**config.mk**
```make
export PLATFORM = sky130hd
export DESIGN_NAME = fft8_input_reorder
export DESIGN_NICKNAME = d
export VERILOG_FILES = /design/src/rtl/fft8_input_reorder.sv
export SDC_FILE = /design/constraint.sdc
export NUM_CORES = 1
export LEC_CHECK = 0
export ABC_CLOCK_PERIOD_IN_PS = 2880
export BUFFER_PORTS_ARGS = -buffer_cell sky130_fd_sc_hd__buf_2
export CAP_MARGIN = 20
export CORE_MARGIN = 4
export CORE_UTILIZATION = 50
export CTS_CLUSTER_DIAMETER = 60
export DETAILED_ROUTE_END_ITERATION = 10
export PLACE_DENSITY = 0.67
export SYNTH_ARGS = -nofsm -noshare
export SYNTH_HDL_FRONTEND = slang
export SYNTH_SLANG_ARGS = --single-unit
export TNS_END_PERCENT = 100
```
**constraint.sdc**
```tcl
create_clock -name i_clk -period 2.88 [get_ports i_clk]
set_input_delay 0.288 -clock i_clk [delete_from_list [all_inputs] [get_ports i_clk]]
set_output_delay 0.288 -clock i_clk [all_outputs]
set_load 0.005 [all_outputs]
```
**src/rtl/fft8_input_reorder.sv**
```systemverilog
// Input stage of the 8-point DIT FFT: collects natural-order samples into bit-reversed
// ping-pong banks and issues the four stage-1 butterfly pairs from a full bank.
module fft8_input_reorder (
  input  logic        i_clk,
  input  logic        i_rst_n,
  input  logic        i_din_valid,
  input  logic [31:0] i_din,
  output logic        o_din_ready,
  input  logic        i_bfly_busy,
  output logic [31:0] o_data1,
  output logic [31:0] o_data2,
  output logic [31:0] o_w,
  output logic        o_enable_1,
  output logic        o_enable_2,
  output logic [1:0]  o_pair_idx,
  output logic        o_frame_done
);

  typedef enum logic {S_IDLE, S_ISSUE} state_t;

  state_t      r_state;
  state_t      w_state_nxt;
  logic [31:0] r_mem [2][8];
  logic [1:0]  r_full;
  logic [1:0]  w_full_nxt;
  logic        r_wr_bank;
  logic [2:0]  r_wr_cnt;
  logic        r_rd_bank;
  logic        w_rd_bank_nxt;
  logic [1:0]  r_pair_idx;
  logic [1:0]  w_idx_nxt;
  logic        w_load;
  logic        w_release;
  logic [31:0] r_data1, r_data2, r_w;
  logic        r_enable, r_frame_done;
  logic [31:0] w_data1_nxt, w_data2_nxt, w_w_nxt;
  logic        w_enable_nxt, w_frame_done_nxt;
  logic        w_accept;
  logic        w_wr_last;
  logic [2:0]  w_wr_addr;

  assign w_accept  = i_din_valid & ~r_full[r_wr_bank];
  assign w_wr_last = w_accept & (r_wr_cnt == 3'd7);
  assign w_wr_addr = {r_wr_cnt[0], r_wr_cnt[1], r_wr_cnt[2]};

  // Sample storage needs no reset: a bank is only read once its full flag is set.
  always_ff @(posedge i_clk) begin
    if (i_rst_n && w_accept) begin
      r_mem[r_wr_bank][w_wr_addr] <= i_din;
    end
  end

  always_ff @(posedge i_clk) begin
    if (!i_rst_n) begin
      r_state      <= S_IDLE;
      r_full       <= 2'b00;
      r_wr_bank    <= 1'b0;
      r_wr_cnt     <= 3'd0;
      r_rd_bank    <= 1'b0;
      r_pair_idx   <= 2'd0;
      r_data1      <= 32'd0;
      r_data2      <= 32'd0;
      r_w          <= 32'd0;
      r_enable     <= 1'b0;
      r_frame_done <= 1'b0;
    end else begin
      r_state      <= w_state_nxt;
      r_full       <= w_full_nxt;
      r_rd_bank    <= w_rd_bank_nxt;
      r_pair_idx   <= w_idx_nxt;
      r_data1      <= w_data1_nxt;
      r_data2      <= w_data2_nxt;
      r_w          <= w_w_nxt;
      r_enable     <= w_enable_nxt;
      r_frame_done <= w_frame_done_nxt;
      if (w_accept) begin
        r_wr_cnt <= r_wr_cnt + 3'd1;
        if (w_wr_last) begin
          r_wr_bank <= ~r_wr_bank;
        end
      end
    end
  end

  always_comb begin
    w_state_nxt   = r_state;
    w_rd_bank_nxt = r_rd_bank;
    w_idx_nxt     = r_pair_idx;
    w_load        = 1'b0;
    w_release     = 1'b0;
    case (r_state)
      S_IDLE: begin
        if (r_full[r_rd_bank]) begin
          w_state_nxt = S_ISSUE;
          w_idx_nxt   = 2'd0;
          w_load      = 1'b1;
        end
      end
      S_ISSUE: begin
        if (!i_bfly_busy) begin
          if (r_pair_idx != 2'd3) begin
            w_idx_nxt = r_pair_idx + 2'd1;
            w_load    = 1'b1;
          end else begin
            // Retiring pair 3 frees the bank; chain straight into the other bank if ready.
            w_release     = 1'b1;
            w_rd_bank_nxt = ~r_rd_bank;
            w_idx_nxt     = 2'd0;
            if (r_full[~r_rd_bank]) begin
              w_load = 1'b1;
            end else begin
              w_state_nxt = S_IDLE;
            end
          end
        end
      end
      default: w_state_nxt = S_IDLE;
    endcase

    w_full_nxt = r_full;
    if (w_release) begin
      w_full_nxt[r_rd_bank] = 1'b0;
    end
    if (w_wr_last) begin
      w_full_nxt[r_wr_bank] = 1'b1;
    end
  end

  always_comb begin
    w_data1_nxt      = r_data1;
    w_data2_nxt      = r_data2;
    w_w_nxt          = r_w;
    w_enable_nxt     = r_enable;
    w_frame_done_nxt = r_frame_done;
    if (w_load) begin
      w_data1_nxt      = r_mem[w_rd_bank_nxt][{w_idx_nxt, 1'b0}];
      w_data2_nxt      = r_mem[w_rd_bank_nxt][{w_idx_nxt, 1'b1}];
      w_w_nxt          = 32'h0000_0100;
      w_enable_nxt     = 1'b1;
      w_frame_done_nxt = (w_idx_nxt == 2'd3);
    end else if (w_state_nxt == S_IDLE) begin
      w_data1_nxt      = 32'd0;
      w_data2_nxt      = 32'd0;
      w_w_nxt          = 32'd0;
      w_enable_nxt     = 1'b0;
      w_frame_done_nxt = 1'b0;
    end
  end

  assign o_din_ready  = ~r_full[r_wr_bank];
  assign o_data1      = r_data1;
  assign o_data2      = r_data2;
  assign o_w          = r_w;
  assign o_enable_1   = r_enable;
  assign o_enable_2   = r_enable;
  assign o_pair_idx   = r_pair_idx;
  assign o_frame_done = r_frame_done;

endmodule

```
==> metrics.cfg, run 1 <==
[routing]
drc_errors = 0
avgRoutedWirePerCell_um = 23.9
drt_iter0_markers = 1110
viasPerCell = 5.71
vias = 12400
drt-total-wl_um = 51800
dr.pass1.iters = 5
postRouteAntennaNets = 0

[worst_setup_path]
reg2reg_slack_ns = 0.23
required_ns = 3.34
cp-endpoint = o_data2[26]
path_max_fanout = 37
critPathLaunch = o_pair_idx[0]
crit_arrival_ns = 3.12
path_class = register to register
reg2reg_to = o_data2[26]
cp-end-kind = register
cpPeakStageDelay_ns = 0.40
crit_buf_inv = 2
critical-path-top-delay-family = buffers and inverters
timing.rr.start = o_pair_idx[0]
start_kind = register
crit_cells = 8
worstPathCellList = ha_1 > nand3b_4 > xnor2_4 > buf_12 > buf_4 > mux2i_1 > o22ai_1 > a211o_1
ff2ff_path_depth = 8
crit_slowest_cell = dfxtp_1

[synth]
muxShareOfSynthArea_pct = 10.0
ys_async_sr_fraction_pct = 0
synth_cells = 1388
synth_fa_ha_area_share_pct = 0.391
ys_seq_area_share_pct = 75.4
synth.distinct_cells = 40
synth_top_area_share_pct = 68.6
synth_top_family_by_area = multiplexers
netlist_area_um2 = 22400
synth_area_leaders = edfxtp_1, mux2i_1, dfxtp_1, nand2_1, a211o_1
avgSynthCellArea_um2 = 16.2
synth-compound-area-share_pct = 7.12
synth-xor-area-share_pct = 0.190
ys_ff_latch = 588
yosysTopAreaCell = edfxtp_1
synth-simple-area-share_pct = 4.02
synth_edf_count = 512
synthFlopType = edfxtp_1
synth_warnings = 0

[global_routing]
gr-usage-met2_pct = 34.2
grt_pass1_wl_um = 76600
grt_start_max_net_pins = 54
antenna_found_initial = 2
overflow = 0
met3_usage_pct = 3.46
use_met1_pct = 30.4
grt_pass1_vias = 12200
grt_busiest_layer = met2
grt_use_total_pct = 21.3

[clock_tree]
clk_latency_ns = 0.59
root_buffer = clkbuf_16
clkTransAtPathRegs_ns = 0.06
htree_levels = 2
post_cts_resized = 0
cts_max_path_buffers = 3
cts_setup_buffers = 0
cts.sinks = 588
cts_tree = yes
cts_buffers = 57

[finish]
fillers = 3325
final_layout_size_suffix_gt1_share_pct = 18.6
fin_nets = 1574
final_area_um2 = 25900
syn2layout_area_growth_pct = 15.3

[status]
outcome = finished clean

[flow_run]
drv_cap = 0

[timing]
rsz0062_at_grt = no
fin_ws_ns = 0.226
fin_crit_ns = 2.65
slew_headroom_pct = 55.0
holdWs_ns = 0.0736
setup_viol = 0
drv_slew = 0
tightest_slew_ns = 0.656
fmax_mhz = 377
tns_ns = 0
finClkSkew_ns = 0.0277
hold_viol = 0
post-route-period-util_pct = 92.2

[die]
dieArea_um2 = 48300
core-area_um2 = 44300
ioPinCount = 138
rows = 77
die_y_um = 220
die_w_um = 220
start_util_pct = 50.6

[hold_path]
hp-class = primary input to register

[power]
leakage_nw = 8.94
p_per_area_nw_per_um2 = 653
finalPower_w = 0.0169
ir_drop_v = 0.000395

[place]
dpl_worst_slack_ns = 0.244
placed_area_um2 = 24000
place_congestion = 0.760
io_buffers = 106
hpwl_um = 28700

## through the flow
stage                     std cells  util [%]
after floorplan                1418         -
final                          2169      58.3
after detailed placement       2062      54.1
after global placement         2062      54.1
after CTS                      2168      58.3
after global routing           2169      58.3
## final cells by class
| type | instances | area, um2 | area share (%) |
|---|---|---|---|
| Inverter | 5 | 18.8 | 0.0726 |
| Multi-Input combinational cell | 717 | 5070 | 19.6 |
| Sequential cell | 588 | 16900 | 65.3 |
| Clock buffer | 92 | 1710 | 6.61 |
| Antenna cell | 1 | 2.50 | 0.00968 |
| Tap cell | 592 | 741 | 2.86 |
| Clock inverter | 12 | 139 | 0.537 |
| Timing Repair Buffer | 162 | 1280 | 4.96 |
## cell families (layout without fill, tap and decap cells)
kind of cell | Yosys count | in the layout
other | 1 | 32
AND/OR/NAND/NOR | 215 | 215
flip-flops | 588 | 588
multiplexers | 209 | 209
AO/OA/AOI/OAI | 251 | 251
XOR/XNOR | 4 | 4
buffers and inverters | 113 | 271
adder cells (fa/ha/maj) | 7 | 7
## flip-flops by register name, indices dropped and copies added (netlist names)
register / flops
o_frame_done: 1
r_wr_bank: 1
o_data1: 32
r_rd_bank: 1
o_pair_idx: 2
r_state: 1
r_wr_cnt: 3
r_full: 2
o_w: 1
o_data2: 32
r_mem: 512
## timing repair
action / 4_1_cts / 5_1_grt
endpoints found under the setup margin: 0 / 0
hold buffers: 2 / 0
endpoints found under the hold margin: 2 / 0
## layer usage
| metal | routed length, um | up-vias |
|---|---|---|
| met5 | 20 | - |
| met4 | 1130 | 2 |
| met3 | 3390 | 66 |
| met2 | 25000 | 453 |
| met1 | 22300 | 6310 |
| li1 | - | 5550 |
## Yosys cell counts, types with 3 or more instances
cell and instances:
nand3_1 6, nand3b_1 3, nor2_1 13, a21oi_1 61, clkbuf_1 32, mux4_2 11, buf_2 35, inv_1 5
nor3_1 4, mux2i_1 186, ha_1 7, o22ai_1 53, dfxtp_1 76, and3_1 9, nand2_1 167, o21ai_0 54
buf_4 37, mux2_2 12, a211o_1 54, edfxtp_1 512, o21ai_1 11, and2_1 8, a22oi_1 11
## worst min-delay path by stage
stage	startpoint	endpoint	slack, ns	cells after the start
6_report	i_din[31]	r_mem[1][31]	0.07	1
5_1_grt	i_din[31]	r_mem[1][31]	0.07	1
4_1_cts	i_din[31]	r_mem[1][31]	0.05	1
3_5_place_dp	o_frame_done	o_frame_done	0.49	2
3_3_place_gp	o_data2[6]	o_data2[6]	0.49	2
2_1_floorplan	i_din[0]	r_mem[0][0]	0.39	0
## where the power goes
| group | switching, W | total [W] | internal [W] |
|---|---|---|---|
| sequential | 0.0000181 | 0.00934 | 0.00932 |
| combinational | 0.000215 | 0.000289 | 0.0000739 |
| clock | 0.00297 | 0.00727 | 0.00430 |
## cell usage in the layout (no fill, tap or decap), types with 12 or more instances in the layout
| master | netlist | final |
|---|---|---|
| edfxtp_1 | 512 | 512 |
| mux2i_1 | 186 | 186 |
| nand2_1 | 167 | 165 |
| buf_2 | 35 | 106 |
| dfxtp_1 | 76 | 76 |
| a21oi_1 | 61 | 61 |
| clkbuf_16 | 0 | 57 |
| o21ai_0 | 54 | 54 |
| a211o_1 | 54 | 54 |
| o22ai_1 | 53 | 53 |
| conb_1 | 1 | 31 |
| buf_4 | 37 | 28 |
| buf_12 | 0 | 26 |
| clkbuf_1 | 32 | 20 |
| clkbuf_8 | 0 | 15 |
| mux2_2 | 12 | 12 |
No activity file was read; power rests on OpenSTA's default activity.
==> inputs of run 2 (changes only) <==
--- a/config.mk
+++ b/config.mk
@@ -13,6 +13,7 @@
 export CTS_CLUSTER_DIAMETER = 60
 export DETAILED_ROUTE_END_ITERATION = 10
 export PLACE_DENSITY = 0.67
+export REMOVE_ABC_BUFFERS = 1
 export SYNTH_ARGS = -nofsm -noshare
 export SYNTH_HDL_FRONTEND = slang
 export SYNTH_SLANG_ARGS = --single-unit
==> metrics.cfg, run 2 (synthesis gave the netlist of run 1 again) <==
[global_routing]
grt_pass1_wl_um = 75100  ; -2.0%
grt_pass1_vias = 12300  ; +1.4%
grt_start_max_net_pins = 54  ; unchanged
antenna_found_initial = 4  ; +2
overflow = 0  ; unchanged
grt_use_total_pct = 20.8  ; -0.49 points

[worst_setup_path]
required_ns = 3.34  ; about the same
reg2reg_slack_ns = 0.36  ; +0.13 ns
path_max_fanout = 18  ; -51%
path_class = register to register
start_kind = register
timing.rr.start = o_pair_idx[0]
ff2ff_path_depth = 8  ; unchanged
reg2reg_to = o_data1[11]
cp-end-kind = register
crit_arrival_ns = 2.99  ; -0.13 ns

[die]
dieArea_um2 = 48300  ; unchanged
ioPinCount = 138  ; unchanged
start_util_pct = 50.6  ; unchanged
die_y_um = 220  ; unchanged
rows = 77  ; unchanged
die_w_um = 220  ; unchanged
core-area_um2 = 44300  ; unchanged

[finish]
fillers = 3290  ; -1.1%
mostFrequentLayoutCells = edfxtp_1, mux2i_1, nand2_1, buf_2, dfxtp_1
seqCellArea_um2 = 16900  ; unchanged
mostFrequentLayoutCell = edfxtp_1
top_register = r_mem
fin_nets = 1575  ; +0.064%
syn2layout_area_growth_pct = 15.8
final_layout_size_suffix_gt1_share_pct = 19.1  ; +0.53 points
multiInputGateArea_um2 = 5070  ; unchanged
fin_util_pct = 58.6  ; +0.23 points
largest_register_ffs = 512  ; unchanged

[place]
dpl_worst_slack_ns = 0.354  ; +0.109 ns
place_congestion = 0.751  ; -1.2%
io_buffers = 106  ; unchanged
hpwl_um = 27000  ; -6.1%

[timing]
tns_ns = 0  ; unchanged
fin_ws_ns = 0.358  ; +0.132 ns
hold_viol = 0  ; unchanged
holdWs_ns = 0.0296  ; -0.0440 ns
fmax_mhz = 396  ; +5.2%
tightest_slew_ns = 0.841  ; +0.185 ns
post-route-period-util_pct = 87.6  ; -4.6 points
setup_viol = 0  ; unchanged
rsz0062_at_grt = no
fin_crit_ns = 2.52  ; -0.132 ns
drv_slew = 0  ; unchanged
slew_headroom_pct = 43.9  ; -11 points
finClkSkew_ns = 0.0181  ; -0.00966 ns

[clock_tree]
cts_tree = yes
cts_max_path_buffers = 3  ; unchanged
clkTransAtPathRegs_ns = 0.06  ; about the same
htree_levels = 2  ; unchanged
cts.sinks = 588  ; unchanged
root_buffer = clkbuf_16
cts_buffers = 55  ; -3.5%
clk_latency_ns = 0.59  ; about the same

[status]
outcome = finished clean

[routing]
vias = 12300  ; -0.69%
drt_iter0_markers = 1135  ; +2.3%
postRouteAntennaNets = 0  ; unchanged
viasPerCell = 5.66  ; -0.82%
avgRoutedWirePerCell_um = 23.3  ; -2.5%
drt-total-wl_um = 50600  ; -2.3%
drc_errors = 0  ; unchanged
dr.pass1.iters = 5  ; unchanged

[hold_path]
min_to = o_frame_done
hp-class = primary input to register
hp-start = i_rst_n
hold_depth = 3  ; +2

[power]
p_per_area_nw_per_um2 = 657  ; +0.51%
ir_drop_v = 0.000463  ; +17%
leakage_nw = 8.98  ; +0.44%

[flow_run]
drv_cap = 0  ; unchanged

run 2: what timing repair did:
action	4_1_cts	5_1_grt
gates resized for setup	0	0
hold buffers	1	0
endpoints found under the hold margin	1	0
buffers inserted	0	0
run 2: final cells by class:
type / instances / share of cell area (%)
Inverter: 5 / 0.0723
Clock inverter: 31 / 1.47
Sequential cell: 588 / 65.1
Timing Repair Buffer: 165 / 5.21
Antenna cell: 1 / 0.00964
Multi-Input combinational cell: 717 / 19.5
Tap cell: 592 / 2.85
Clock buffer: 73 / 5.76
run 2: how the worst max path moves through the flow:
| stage | startpoint | endpoint | slack [ns] |
|---|---|---|---|
| 2_1_floorplan | o_pair_idx[0] | o_data1[13] | -8.43 |
| 3_3_place_gp | o_pair_idx[0] | o_data1[11] | 0.42 |
| 3_5_place_dp | o_pair_idx[0] | o_data1[11] | 0.35 |
| 4_1_cts | o_pair_idx[0] | o_data1[11] | 0.34 |
| 5_1_grt | o_pair_idx[0] | o_data1[11] | 0.21 |
| 6_report | o_pair_idx[0] | o_data1[11] | 0.36 |
run 2: worst max-delay path, stage by stage (launching register included):
cell	delay, ns
dfxtp_1	0.39
ha_1	0.37
nand3b_4	0.18
xnor2_4	0.25
buf_4	0.26
buf_4	0.32
mux2i_1	0.24
o22ai_1	0.09
a211o_1	0.29
run 2: layer usage:
layer | GRT usage (%) | share of wire (%) | wire (um)
met1 | 29.3 | 43 | 21900
met2 | 33.7 | 48 | 24100
met3 | 3.96 | 7.1 | 3590
met4 | 5.17 | 2.0 | 991
met5 | 0 | 0.057 | 29
run 2: report_power, final:
group	leakage, nW	switching, W	total (W)	internal, W
logic	2.85	0.000204	0.000277	0.0000722
registers	5.22	0.0000174	0.00933	0.00931
clock network	0.913	0.00306	0.00744	0.00438
run 2: metrics by stage:
step,total power [W],instance area [um2],instances
finish,0.0170,26000,2172
CTS,0.0171,26000,2171
floorplan,0.00961,21900,1310
detailed placement,0.00979,24100,2066
global route,0.0176,26000,2171
global placement,0.00978,24100,2066
==> inputs of run 3 (changes only) <==
--- a/config.mk
+++ b/config.mk
@@ -12,6 +12,7 @@
 export CORE_UTILIZATION = 50
 export CTS_CLUSTER_DIAMETER = 60
 export DETAILED_ROUTE_END_ITERATION = 10
+export HOLD_SLACK_MARGIN = 0.08
 export PLACE_DENSITY = 0.67
 export REMOVE_ABC_BUFFERS = 1
 export SYNTH_ARGS = -nofsm -noshare
==> metrics.cfg, run 3 (synthesis gave the netlist of run 1 again) <==
[worst_setup_path]
required_ns = 3.35  ; about the same
path_max_fanout = 18  ; unchanged
cp_common_cell = buf_4
reg2reg_to = o_data2[4]
cp-end-kind = register
path_class = register to register
crit_slowest_cell = dfxtp_1
cpPeakStageDelay_ns = 0.39  ; about the same
timing.rr.start = o_pair_idx[0]
worstPathCellList = ha_1 > nand3b_4 > xnor2_4 > buf_4 > buf_4 > mux2i_1 > o22ai_1 > a211o_1
crit_buf_inv = 2  ; unchanged
critical-path-top-delay-family = buffers and inverters
crit_arrival_ns = 2.99  ; about the same
reg2reg_slack_ns = 0.36  ; about the same
critPathLaunch = o_pair_idx[0]
start_kind = register
cp-endpoint = o_data2[4]
crit_cells = 8  ; unchanged
ff2ff_path_depth = 8  ; unchanged

[die]
rows = 77  ; unchanged
ioPinCount = 138  ; unchanged
core-area_um2 = 44300  ; unchanged
dieArea_um2 = 48300  ; unchanged
die_y_um = 220  ; unchanged
start_util_pct = 50.6  ; unchanged
die_w_um = 220  ; unchanged

[finish]
top_register = r_mem
mostFrequentLayoutCells = edfxtp_1, mux2i_1, nand2_1, buf_2, dfxtp_1
fin_nets = 1603  ; +1.8%
mostFrequentLayoutCell = edfxtp_1
largest_register_ffs = 512  ; unchanged
syn2layout_area_growth_pct = 17.1
fillers = 3271  ; -0.58%
final_layout_size_suffix_gt1_share_pct = 18.8  ; -0.33 points

[timing]
fin_ws_ns = 0.360  ; +0.00209 ns
tightest_slew_ns = 0.831  ; -0.00995 ns
holdWs_ns = 0.102  ; +0.0723 ns
rsz0062_at_grt = no
setup_viol = 0  ; unchanged
finClkSkew_ns = 0.0186  ; +0.000545 ns
fin_crit_ns = 2.52  ; -0.00209 ns
post-route-period-util_pct = 87.5  ; about the same
fmax_mhz = 397  ; about the same
hold_viol = 0  ; unchanged
tns_ns = 0  ; unchanged
drv_slew = 0  ; unchanged
slew_headroom_pct = 44.6  ; +0.66 points

[place]
place_congestion = 0.751  ; unchanged
dpl_worst_slack_ns = 0.354  ; unchanged
io_buffers = 106  ; unchanged
hpwl_um = 27000  ; unchanged

[routing]
drt-total-wl_um = 50800  ; +0.41%
postRouteAntennaNets = 0  ; unchanged
drc_errors = 0  ; unchanged
viasPerCell = 5.63  ; -0.54%
vias = 12400  ; +0.79%
dr.pass1.iters = 5  ; unchanged
drt_iter0_markers = 1036  ; -8.7%
avgRoutedWirePerCell_um = 23.1  ; -0.92%

[global_routing]
overflow = 0  ; unchanged
antenna_found_initial = 3  ; -1
grt_pass1_vias = 12500  ; +1.1%
grt_pass1_wl_um = 75700  ; +0.74%
grt_start_max_net_pins = 54  ; unchanged
grt_use_total_pct = 20.9  ; +0.13 points

[flow_run]
drv_cap = 0  ; unchanged

[status]
outcome = finished clean

[power]
p_per_area_nw_per_um2 = 651  ; -0.88%
finalPower_w = 0.0171  ; +0.20%
ir_drop_v = 0.000464  ; about the same
leakage_nw = 9.10  ; +1.3%

[clock_tree]
cts_tree = yes
cts_buffers = 55  ; unchanged
cts_setup_buffers = 0  ; unchanged
cts_max_path_buffers = 3  ; unchanged
clk_latency_ns = 0.59  ; about the same
post_cts_resized = 0  ; unchanged
cts.sinks = 588  ; unchanged
htree_levels = 2  ; unchanged
clkTransAtPathRegs_ns = 0.06  ; about the same
root_buffer = clkbuf_16

[hold_path]
hp-class = primary input to register

## run 3: cell type report
class / count / area [um2] / area share [%]
Tap cell: 592 / 741 / 2.82
Antenna cell: 2 / 5.00 / 0.0191
Clock buffer: 73 / 1500 / 5.70
Sequential cell: 588 / 16900 / 64.4
Timing Repair Buffer: 193 / 1630 / 6.22
Multi-Input combinational cell: 717 / 5070 / 19.3
Clock inverter: 31 / 382 / 1.45
Inverter: 5 / 18.8 / 0.0715
## run 3: where the power goes
group          internal (W)  switching [W]  total, W
clock network       0.00438        0.00306   0.00744
registers           0.00931      0.0000173   0.00933
logic             0.0000971       0.000211  0.000308
## run 3: worst min-delay path by stage
stage	start	to	slack, ns	cells after the start
3_3_place_gp	o_data1[22]	o_data1[22]	0.48	2
5_1_grt	i_din[19]	r_mem[0][211]	0.09	1
6_report	i_din[6]	r_mem[1][70]	0.10	1
4_1_cts	i_din[28]	r_mem[1][156]	0.08	1
2_1_floorplan	i_din[0]	r_mem[0][0]	0.39	0
3_5_place_dp	o_frame_done	o_frame_done	0.49	2
## run 3: repair_timing
action,CTS,global route
endpoints found under the hold margin,370,0
endpoints found under the setup margin,0,0
hold buffers,29,0
## run 3: stage by stage
stage          cell area, um2  std cells  util (%)
2_1_floorplan           21900       1310         -
3_3_place_gp            24100       2066      54.3
3_5_place_dp            24100       2066      54.3
4_1_cts                 26200       2199      59.2
5_1_grt                 26200       2200      59.2
6_report                26200       2201      59.2
## run 3: metal layers
| layer | track usage, % | up-vias | share of wire (%) |
|---|---|---|---|
| met5 | 0 | - | 0.024 |
| met4 | 5.42 | 2 | 2.1 |
| met3 | 3.71 | 87 | 7.4 |
| met2 | 34.0 | 488 | 47 |
| met1 | 29.5 | 6199 | 43 |
| li1 | - | 5617 | - |
